$ cat config.mk
export PLATFORM = sky130hd
export DESIGN_NAME = uart_tx_ctrl
export DESIGN_NICKNAME = d
export VERILOG_FILES = /design/src/rtl/uart_tx_ctrl.sv
export SDC_FILE = /design/constraint.sdc
export NUM_CORES = 1
export LEC_CHECK = 0
export BUFFER_PORTS_ARGS = -buffer_cell sky130_fd_sc_hd__buf_2
export CAP_MARGIN = 20
export CORE_ASPECT_RATIO = 0.7
export CORE_MARGIN = 10
export CORE_UTILIZATION = 63
export DETAILED_ROUTE_END_ITERATION = 10
export HOLD_SLACK_MARGIN = 0.08
export PLACE_DENSITY = 0.85
export SLEW_MARGIN = 5
export SYNTH_ARGS = -nofsm -noshare
export SYNTH_HDL_FRONTEND = slang
export SYNTH_SLANG_ARGS = --single-unit
$ cat constraint.sdc
create_clock -name clk_i -period 8.9 [get_ports clk_i]
set_input_delay 0.445 -clock clk_i [delete_from_list [all_inputs] [get_ports clk_i]]
set_output_delay 0.445 -clock clk_i [all_outputs]
set_load 0.1 [all_outputs]
$ cat src/rtl/uart_tx_ctrl.sv
// UART transmit sequencer: pops bytes from a first-word-fall-through FIFO and
// serialises them LSB-first with optional parity and one or two stop bits.
module uart_tx_ctrl #(
  parameter int unsigned DATA_WIDTH     = 8,
  parameter int unsigned BAUD_DIV_WIDTH = 16
) (
  input  logic                      clk_i,
  input  logic                      reset_i,
  input  logic                      cfg_tx_en_i,
  input  logic [BAUD_DIV_WIDTH-1:0] cfg_baud_div_i,
  input  logic                      cfg_parity_en_i,
  input  logic                      cfg_parity_odd_i,
  input  logic                      cfg_stop2_i,
  input  logic                      fifo_empty_i,
  input  logic [DATA_WIDTH-1:0]     fifo_data_i,
  output logic                      fifo_rd_req_o,
  output logic                      tx_o,
  output logic                      tx_busy_o,
  output logic                      tx_done_o
);

  localparam int unsigned IdxW = (DATA_WIDTH > 1) ? $clog2(DATA_WIDTH) : 1;
  localparam logic [IdxW-1:0] LastIdx = IdxW'(DATA_WIDTH - 1);
  localparam logic [BAUD_DIV_WIDTH-1:0] CntOne = BAUD_DIV_WIDTH'(1);

  typedef enum logic [2:0] {StIdle, StStart, StData, StParity, StStop} state_e;

  state_e                    state_q, state_d;
  logic [BAUD_DIV_WIDTH-1:0] baud_cnt_q, baud_cnt_d;
  logic [BAUD_DIV_WIDTH-1:0] div_q, div_d;
  logic [IdxW-1:0]           bit_idx_q, bit_idx_d;
  logic [DATA_WIDTH-1:0]     shift_q, shift_d;
  logic                      stop_idx_q, stop_idx_d;
  logic                      par_en_q, par_en_d;
  logic                      par_bit_q, par_bit_d;
  logic                      stop2_q, stop2_d;
  logic                      tx_q, tx_d;
  logic                      busy_q, busy_d;
  logic                      done_q, done_d;

  logic bit_end;
  logic last_stop;
  logic pop;

  always_comb begin
    bit_end   = (baud_cnt_q == '0);
    last_stop = (state_q == StStop) && bit_end && (stop_idx_q == stop2_q);
    pop       = ~reset_i & cfg_tx_en_i & ~fifo_empty_i & ((state_q == StIdle) | last_stop);
  end

  assign fifo_rd_req_o = pop;

  always_comb begin
    state_d    = state_q;
    div_d      = div_q;
    bit_idx_d  = bit_idx_q;
    shift_d    = shift_q;
    stop_idx_d = stop_idx_q;
    par_en_d   = par_en_q;
    par_bit_d  = par_bit_q;
    stop2_d    = stop2_q;
    tx_d       = tx_q;
    busy_d     = busy_q;
    baud_cnt_d = ((state_q != StIdle) && !bit_end) ? (baud_cnt_q - CntOne) : baud_cnt_q;

    if (pop) begin
      // Frame config is latched here so mid-frame cfg writes wait for the next pop.
      state_d    = StStart;
      baud_cnt_d = cfg_baud_div_i;
      div_d      = cfg_baud_div_i;
      shift_d    = fifo_data_i;
      bit_idx_d  = '0;
      stop_idx_d = 1'b0;
      par_en_d   = cfg_parity_en_i;
      par_bit_d  = (^fifo_data_i) ^ cfg_parity_odd_i;
      stop2_d    = cfg_stop2_i;
      tx_d       = 1'b0;
      busy_d     = 1'b1;
    end else begin
      unique case (state_q)
        StIdle: ;
        StStart: begin
          if (bit_end) begin
            state_d    = StData;
            baud_cnt_d = div_q;
            bit_idx_d  = '0;
            tx_d       = shift_q[0];
          end
        end
        StData: begin
          if (bit_end) begin
            baud_cnt_d = div_q;
            if (bit_idx_q == LastIdx) begin
              if (par_en_q) begin
                state_d = StParity;
                tx_d    = par_bit_q;
              end else begin
                state_d    = StStop;
                stop_idx_d = 1'b0;
                tx_d       = 1'b1;
              end
            end else begin
              bit_idx_d = bit_idx_q + 1'b1;
              shift_d   = shift_q >> 1;
              tx_d      = shift_q[1];
            end
          end
        end
        StParity: begin
          if (bit_end) begin
            state_d    = StStop;
            baud_cnt_d = div_q;
            stop_idx_d = 1'b0;
            tx_d       = 1'b1;
          end
        end
        StStop: begin
          if (last_stop) begin
            state_d    = StIdle;
            baud_cnt_d = '0;
            busy_d     = 1'b0;
            tx_d       = 1'b1;
          end else if (bit_end) begin
            stop_idx_d = 1'b1;
            baud_cnt_d = div_q;
          end
        end
        default: begin
          state_d = StIdle;
          tx_d    = 1'b1;
          busy_d  = 1'b0;
        end
      endcase
    end

    // Registered done: flag the cycle that will be the final stop-bit cycle.
    done_d = (state_d == StStop) && (baud_cnt_d == '0) && (stop_idx_d == stop2_d);
  end

  always_ff @(posedge clk_i or posedge reset_i) begin
    if (reset_i) begin
      state_q    <= StIdle;
      baud_cnt_q <= '0;
      div_q      <= '0;
      bit_idx_q  <= '0;
      shift_q    <= '0;
      stop_idx_q <= 1'b0;
      par_en_q   <= 1'b0;
      par_bit_q  <= 1'b0;
      stop2_q    <= 1'b0;
      tx_q       <= 1'b1;
      busy_q     <= 1'b0;
      done_q     <= 1'b0;
    end else begin
      state_q    <= state_d;
      baud_cnt_q <= baud_cnt_d;
      div_q      <= div_d;
      bit_idx_q  <= bit_idx_d;
      shift_q    <= shift_d;
      stop_idx_q <= stop_idx_d;
      par_en_q   <= par_en_d;
      par_bit_q  <= par_bit_d;
      stop2_q    <= stop2_d;
      tx_q       <= tx_d;
      busy_q     <= busy_d;
      done_q     <= done_d;
    end
  end

  assign tx_o      = tx_q;
  assign tx_busy_o = busy_q;
  assign tx_done_o = done_q;

endmodule

# --- Word-level counts from Yosys, hierarchy flattened ---
# Index checks and enable logic that the tools add are counted.
totals:
  ff_bits: 53
op_classes:
  n_addsub: 2
  eq_ne: 16
  n_mux: 42
  bitwise_logic: 7
  reduce_logical: 20
op_table:
  columns: ["op", "count"]
  rows:
  - ["16-bit 2-to-1 mux", 4]
  - ["3-bit 2-to-1 mux", 11]
  - ["16-bit logical NOT", 2]
  - ["8-bit 2-to-1 mux", 4]
  - ["16-bit one-hot mux with 2 select lines", 1]
  - ["1-bit 2-to-1 mux", 17]
  - ["16-bit by 1-bit subtractor with 16-bit output, second input constant", 1]
  - ["3-bit != test, second input constant", 5]
  - ["3-bit one-hot mux with 5 select lines", 1]
  - ["3-bit == test, second input constant", 3]
  - ["8-bit parity", 1]
  - ["3-bit by 2-bit == test with 1-bit output, second input constant", 2]
  - ["3-bit one-hot mux with 2 select lines", 1]
  - ["3-bit nonzero test", 2]
  - ["1-bit logical AND", 5]
  - ["1-bit one-hot mux with 5 select lines", 1]
  - ["5-bit AND reduction", 1]
  - ["2-bit != test, second input constant", 2]
  - ["4-bit AND reduction", 1]
  - ["2-bit nonzero test", 2]
  - ["4-bit OR reduction", 1]
  - ["3-bit by 1-bit adder with 3-bit output, second input constant", 1]
  - ["1-bit AND", 3]
  - ["3-bit by 1-bit == test with 1-bit output, second input constant", 1]
  - ["other kinds (12)", 14]

# --- Longest topological paths before layout ---
# Gate-level depths: netlist of run 1.
logic_depth:
  word_depth: 11
  mapped_depth: 11

# --- Worst setup path before layout of run 1 ---
# Ideal clock, no wire load.
synth_path:
  kind: "register to output"
  startpoint: "register baud_cnt_q[4]"
  endpoint: "output port fifo_rd_req_o"
  arrival_time_ps: 3174
  slack_ps: 5281
  stages_incl_launch_ff: 8
  path_cell_list: "dfrtp_1 > or4_1 > buf_2 > or4b_4 > o31a_1 > clkinv_1 > buf_4 > clkbuf_1"
synth_between:
  elab_chain_cells: 5
synth_rtl:
  columns: ["item", "line_no", "text"]
  rows:
  - ["start: declaration", "29", "logic [BAUD_DIV_WIDTH-1:0] baud_cnt_q, baud_cnt_d;"]
  - ["start signal: assignment", "156", "baud_cnt_q <= baud_cnt_d;"]
  - ["16-bit logical NOT", "46", "bit_end = (baud_cnt_q == '0);"]
  - ["1-bit logical AND (2 in a row)", "47", "last_stop = (state_q == StStop) && bit_end && (stop_idx_q == stop2_q);"]
  - ["1-bit bitwise OR", "48", "pop = ~reset_i & cfg_tx_en_i & ~fifo_empty_i & ((state_q == StIdle) | last_stop);"]
  - ["1-bit AND", "48", null]
  - ["end: declaration", "16", "output logic fifo_rd_req_o,"]
# Every way passes these cells.

# --- Worst setup path in the final report of run 1 ---
layout_path:
  startpoint: "register baud_cnt_q[8]"
  endpoint: "output port fifo_rd_req_o"
# The elaborated chain is that of the path after synthesis.

==> flow_summary.toml, run 1 <==
[run_status]
outcome = "finished clean"

[layout]
fin_util_pct = 70.63
design_area_um2 = 3341
nNetsFinal = 413
num_antenna_cells = 0
area_delta_synth_final_pct = 10.06
fill_cells = 376
drive_gt1_share_pct = 15.53

[die]
core_um2 = 4730
row_count = 21
initial_core_util_pct = 64.18
floorplan.die.width_um = 103.0
die_h_um = 78.08
dieArea_um2 = 8039
ios = 35

[routing]
drcViolationCount = 0
totalWireLength_um = 7729
avgViaCountPerCell = 6.275
wl_per_cell_um = 17.69
first_pass_iters = 5
ant_nets = 0
dr_total_vias = 2742
drt_iter0_drc = 249

[setup_path]
cp.required_ns = 8.46
slowest_stage = "or4_1"
critPathMaxStageDelay_ns = 0.70
crit_path_end_kind = "output pin"
critical_path_class = "reg2out"
path_max_fanout = 32
critical_path_arrival_ns = 3.53
startpoint_type = "register"
path_cells = "or4_1 > or4b_4 > o31a_1 > clkinv_1 > buf_4 > buf_2"

[hold_path]
hold_path.class = "in2reg"

[clock_network]
post_cts_buffers = 0
cts_resized = 0
hold_buffers = 0
clock_latency_ns = 0.31
h-tree-depth = 2
root_buffer = "clkbuf_8"
path_clk_slew_ns = 0.11
clock_path_buffers = 2
clock_sinks = 53
cts_made_buffers = 5
cts_tree = "done"

[power]
powerDensity_nw_per_um2 = 123.1
leakage_nw = 1.570
peakVddDrop_mv = 0.09419

[synthesis]
synth_cell_types = 61
synth_ff_type = "dfrtp_1"
ys_seq_area_share_pct = 43.73
synth-edff-count = 0
ys_ff_latch = 53
async_flop_share_pct = 100.0
ys_top_cells_by_area = "dfrtp_1 43%, nand2_1 9.9%, xnor2_1 4.0%, a21oi_1 3.8%, nor2_1 2.6%"
avgSynthCellArea_um2 = 8.623
synth_area_um2 = 3035
syn-num-nets = 386
synth_top_area_share_pct = 42.87
synthCells = 352
synth_largest_area_cell = "dfrtp_1"
yosysWarnings = 0

[sta]
timing.setup.tns_ns = 0
tightest_slew_ns = 0.9437
setup_viol = 0
period_needed_ns = 3.971
period_share_pct = 44.62
rsz0062_at_grt = "false"
hold_viol = 0
clock_skew_ns = 0.008530
slew_headroom_pct = 36.61
final_max_slew_viol_count = 0
fmax_ghz = 0.2518
setup_ws_ns = 4.929

[placement]
gp_congestion = 1.019
port_buffers = 34
pre_cts_ws_ns = 5.168
placed_cell_area_um2 = 3213
dp_hpwl_um = 5584

[grt]
grt_max_degree = 54
grt_pass1_wl_um = 12680
grt_overflow = 0
antenna_found_initial = 0
track_usage_pct = 19.63
grt_pass1_vias = 2556

[flow_run]
drv_cap = 0
[metal layers]
metal  up-vias  share of wire (%)  global-route usage [%]
li1       1301                  -                       -
met1      1285                 47                   29.86
met2       146                 41                   25.39
met3        10                 11                   6.824
met4         0                1.1                   5.263
met5         -                  0                       0
[sequential cells by signal (all words and copies together), names as in the netlist]
signal and cells:
baud_cnt_q 16, div_q 16, shift_q 8, bit_idx_q 3, state_q 3, par_bit_q 1
par_en_q 1, stop2_q 1, stop_idx_q 1, tx_busy_o 1, tx_done_o 1, tx_o 1
[synth_stat cells, drive strengths merged, types with 4 or more instances]
cell type	n
nand3	7
or2	4
a22oi	8
clkbuf	14
o21ai	16
and3	4
nand2	80
nor3	7
inv	10
buf	5
a21oi	23
xnor2	14
mux2i	4
a31oi	7
nor2	22
or3	5
dfrtp	52
or4	5
nor4	10
[worst max-delay path, delay by kind of cell (launching register included)]
kind	cells	cell delay, ns
DFF	1	0.45
and+or+nand+nor	2	1.36
buffers and inverters	3	1.09
AOI/OAI and AO/OA	1	0.29
[worst paths after layout]
path | depth (start not counted) | endpoint | startpoint | slack [ns]
max in group asynchronous | 4 | bit_idx_q[2]$_DFFE_PP0P_ | reset_i | 7.78
min reg2reg | 2 | div_q[10]$_DFFE_PP0P_ | div_q[10]$_DFFE_PP0P_ | 0.49
max | 6 | fifo_rd_req_o | baud_cnt_q[8]$_DFF_PP0_ | 4.93
max reg2reg | 8 | tx_done_o$_DFF_PP0_ | baud_cnt_q[8]$_DFF_PP0_ | 5.09
min | 3 | div_q[7]$_DFFE_PP0P_ | cfg_baud_div_i[7] | 0.33
min in group asynchronous | 3 | baud_cnt_q[13]$_DFF_PP0_ | reset_i | 0.62
[through the flow]
stage / power, mW / instances / hold slack, ns
after CTS: 0.4109 / 435 / 0.3270
after detailed placement: 0.2660 / 427 / 0.4629
after floorplan: 0.2560 / 352 / 0.4406
final: 0.4112 / 437 / 0.3289
after global routing: 0.4231 / 437 / 0.3300
after global placement: 0.2660 / 427 / 0.4607
[cell families (layout without fill, tap and decap cells)]
family | count (synthesis) | after routing | synth area share (%)
flops | 53 | 53 | 43.73
fa+ha+maj | 3 | 3 | 1.237
simple gates | 158 | 158 | 25.56
buf+inv | 30 | 58 | 4.204
compound gates | 86 | 86 | 18.67
mux | 5 | 5 | 1.690
xor+xnor | 17 | 17 | 4.905
[cell type report]
type	count	area, µm²	share of cell area (%)
well taps	57	71.32	2.135
inverters	11	41.29	1.236
multi-input cells	269	1580	47.30
clock inverters	3	28.78	0.8614
repair buffers	39	222.7	6.667
clock buffers	5	68.82	2.060
flip-flops and latches	53	1328	39.74
[placed cells by master (no fill, tap or decap), drive strengths merged, types with 8 or more instances in the layout]
| master | Yosys | routed |
|---|---|---|
| buf | 5 | 38 |
| nand2 | 80 | 80 |
| dfrtp | 52 | 52 |
| inv | 10 | 12 |
| nor4 | 10 | 10 |
| o21ai | 16 | 16 |
| a21oi | 23 | 23 |
| a22oi | 8 | 8 |
| xnor2 | 14 | 14 |
| nor2 | 22 | 22 |
[where the power goes]
part | internal [mW] | total [mW] | switching (mW)
combinational | 0.0104 | 0.0220 | 0.0115
sequential | 0.241 | 0.241 | 0
clock | 0.0591 | 0.149 | 0.0895
Note: power is estimated with default switching activity, not from simulation.
==> inputs of run 2 (changes only) <==
--- a/config.mk
+++ b/config.mk
@@ -9,10 +9,10 @@
 export CAP_MARGIN = 20
 export CORE_ASPECT_RATIO = 0.7
 export CORE_MARGIN = 10
-export CORE_UTILIZATION = 63
+export CORE_UTILIZATION = 58
 export DETAILED_ROUTE_END_ITERATION = 10
 export HOLD_SLACK_MARGIN = 0.08
-export PLACE_DENSITY = 0.85
+export PLACE_DENSITY = 0.79
 export SLEW_MARGIN = 5
 export SYNTH_ARGS = -nofsm -noshare
 export SYNTH_HDL_FRONTEND = slang
==> constraint.sdc (replaced) <==
create_clock -name clk_i -period 3.8 [get_ports clk_i]
set_input_delay 0.19 -clock clk_i [delete_from_list [all_inputs] [get_ports clk_i]]
set_output_delay 0.19 -clock clk_i [all_outputs]
set_load 0.1 [all_outputs]
==> flow_summary.toml, run 2 (synthesis gave the netlist of run 1 again) <==
[run_status]
outcome = "finished clean"

[placement]
placed_cell_area_um2 = 3278
pre_cts_ws_ns = 0.4129
dp_cells = 444
gp_congestion = 0.9731
port_buffers = 34
dp_hpwl_um = 5884

[routing]
dr_total_vias = 2790
ant_nets = 0
avgViaCountPerCell = 6.118
wl_per_cell_um = 17.33
totalWireLength_um = 7901
drcViolationCount = 0
drt_iter0_drc = 395
first_pass_iters = 5

[die]
initial_core_util_pct = 61.78
floorplan.die.width_um = 106.5
ios = 35
die_h_um = 80.53
dieArea_um2 = 8573
core_um2 = 4913
row_count = 21

[setup_path]
path_cells = "or4_1 > or4b_4 > o31a_1 > clkinv_1 > buf_4 > buf_2"
crit_path_end_kind = "output pin"
cp.required_ns = 3.61
critPathMaxStageDelay_ns = 0.70
slowest_stage = "or4_1"
critical_path_arrival_ns = 3.37
startpoint_type = "register"
regToRegSetupSlack_ns = 0.28
critical_path_class = "reg2out"
path_max_fanout = 21

[layout]
top_regs = "baud_cnt_q x16, div_q x16, shift_q x8"
drive_gt1_share_pct = 16.02
final_cell_mix = "80 x nand2_1, 52 x dfrtp_1, 34 x buf_2, 23 x a21oi_1, 21 x nor2_1"
design_area_um2 = 3430
nNetsFinal = 420
num_antenna_cells = 0
area_delta_synth_final_pct = 12.98
instances_no_fill = 456
layout_commonest_cell = "nand2_1"

[sta]
fmax_ghz = 0.2812
setup_ws_ns = 0.2444
period_needed_ns = 3.556
tightest_slew_ns = 0.6924
rsz0062_at_grt = "false"
clock_skew_ns = 0.005381
period_share_pct = 93.57
final_max_slew_viol_count = 0
slew_headroom_pct = 53.50
setup_viol = 0
timing.setup.tns_ns = 0
hold_viol = 0

[clock_network]
cts_resized = 0
cts_tree = "done"
clock_latency_ns = 0.31
h-tree-depth = 2
hold_buffers = 4
path_clk_slew_ns = 0.09
cts_made_buffers = 5
root_buffer = "clkbuf_8"
post_cts_buffers = 0
clock_sinks = 53
clock_path_buffers = 2

[grt]
grt_pass1_wl_um = 13460
grt_overflow = 0
antenna_found_initial = 0
grt_max_degree = 54
track_usage_pct = 19.19
grt_pass1_vias = 2717

[power]
leakage_nw = 1.610
peakVddDrop_mv = 0.2016
powerDensity_nw_per_um2 = 291.8

[flow_run]
drv_cap = 0

[hold_path]
hold_path.class = "in2async"
==> run 2: cell count changes in the layout (fill, tap and decap cells not counted) <==
| cell | change |
|---|---|
| clkbuf_1 | +1 |
| buf_4 | +4 |
| inv_8 | -1 |
| bufinv_16 | +1 |
| inv_6 | -1 |
| dlygate4sd3_1 | +3 |
==> run 2: power breakdown <==
part           internal, mW  total [mW]  switching, mW
Combinational        0.0250      0.0530         0.0280
Sequential            0.564       0.564              0
Clock                 0.198       0.384          0.186
Total                 0.787        1.00          0.214
==> run 2: per-layer routing <==
layer | track usage [%] | routed length (µm) | vias to the layer above
met1 | 26.25 | 3578 | 1310
met4 | 4.717 | 74 | 0
met2 | 27.89 | 3323 | 153
met5 | 0 | 0 | -
met3 | 7.257 | 924 | 9
li1 | - | - | 1318
==> run 2: metrics by stage <==
stage	power [mW]	utilization, %	hold WS, ns
6_report	1.001	69.80	0.05447
5_1_grt	1.032	69.80	0.08976
4_1_cts	1.009	69.80	0.08117
3_5_place_dp	0.6255	66.72	0.3998
3_3_place_gp	0.6240	66.72	0.3976
2_1_floorplan	0.5996	-	0.2954
==> run 2: final timing paths <==
path / depth (start not counted) / startpoint / to
setup / recovery: 6 / baud_cnt_q[8]$_DFF_PP0_ / fifo_rd_req_o
hold / removal: 3 / reset_i / bit_idx_q[1]$_DFFE_PP0P_
setup reg to reg: 11 / baud_cnt_q[0]$_DFF_PP0_ / tx_done_o$_DFF_PP0_
hold reg to reg: 2 / shift_q[3]$_DFFE_PP0P_ / shift_q[3]$_DFFE_PP0P_
max in group asynchronous: 3 / reset_i / bit_idx_q[0]$_DFFE_PP0P_
min in group clk_i: 3 / cfg_parity_en_i / par_en_q$_DFFE_PP0P_
==> run 2: final cells by class <==
cell class                 count  area, µm²
tap                           69      86.33
sequential                    53       1328
multi-input combinational    269       1580
clock buffer                   6      72.57
clock inverter                 2      38.79
fill                         395       1484
inverter                      11      41.29
timing repair buffer          46      282.8
==> run 2: worst max-delay path: cells and delay by family (launching register included) <==
kind	cells	cell delay, ns
buffers and inverters	3	0.90
AOI/OAI and AO/OA	1	0.34
DFF	1	0.43
and+or+nand+nor	2	1.37
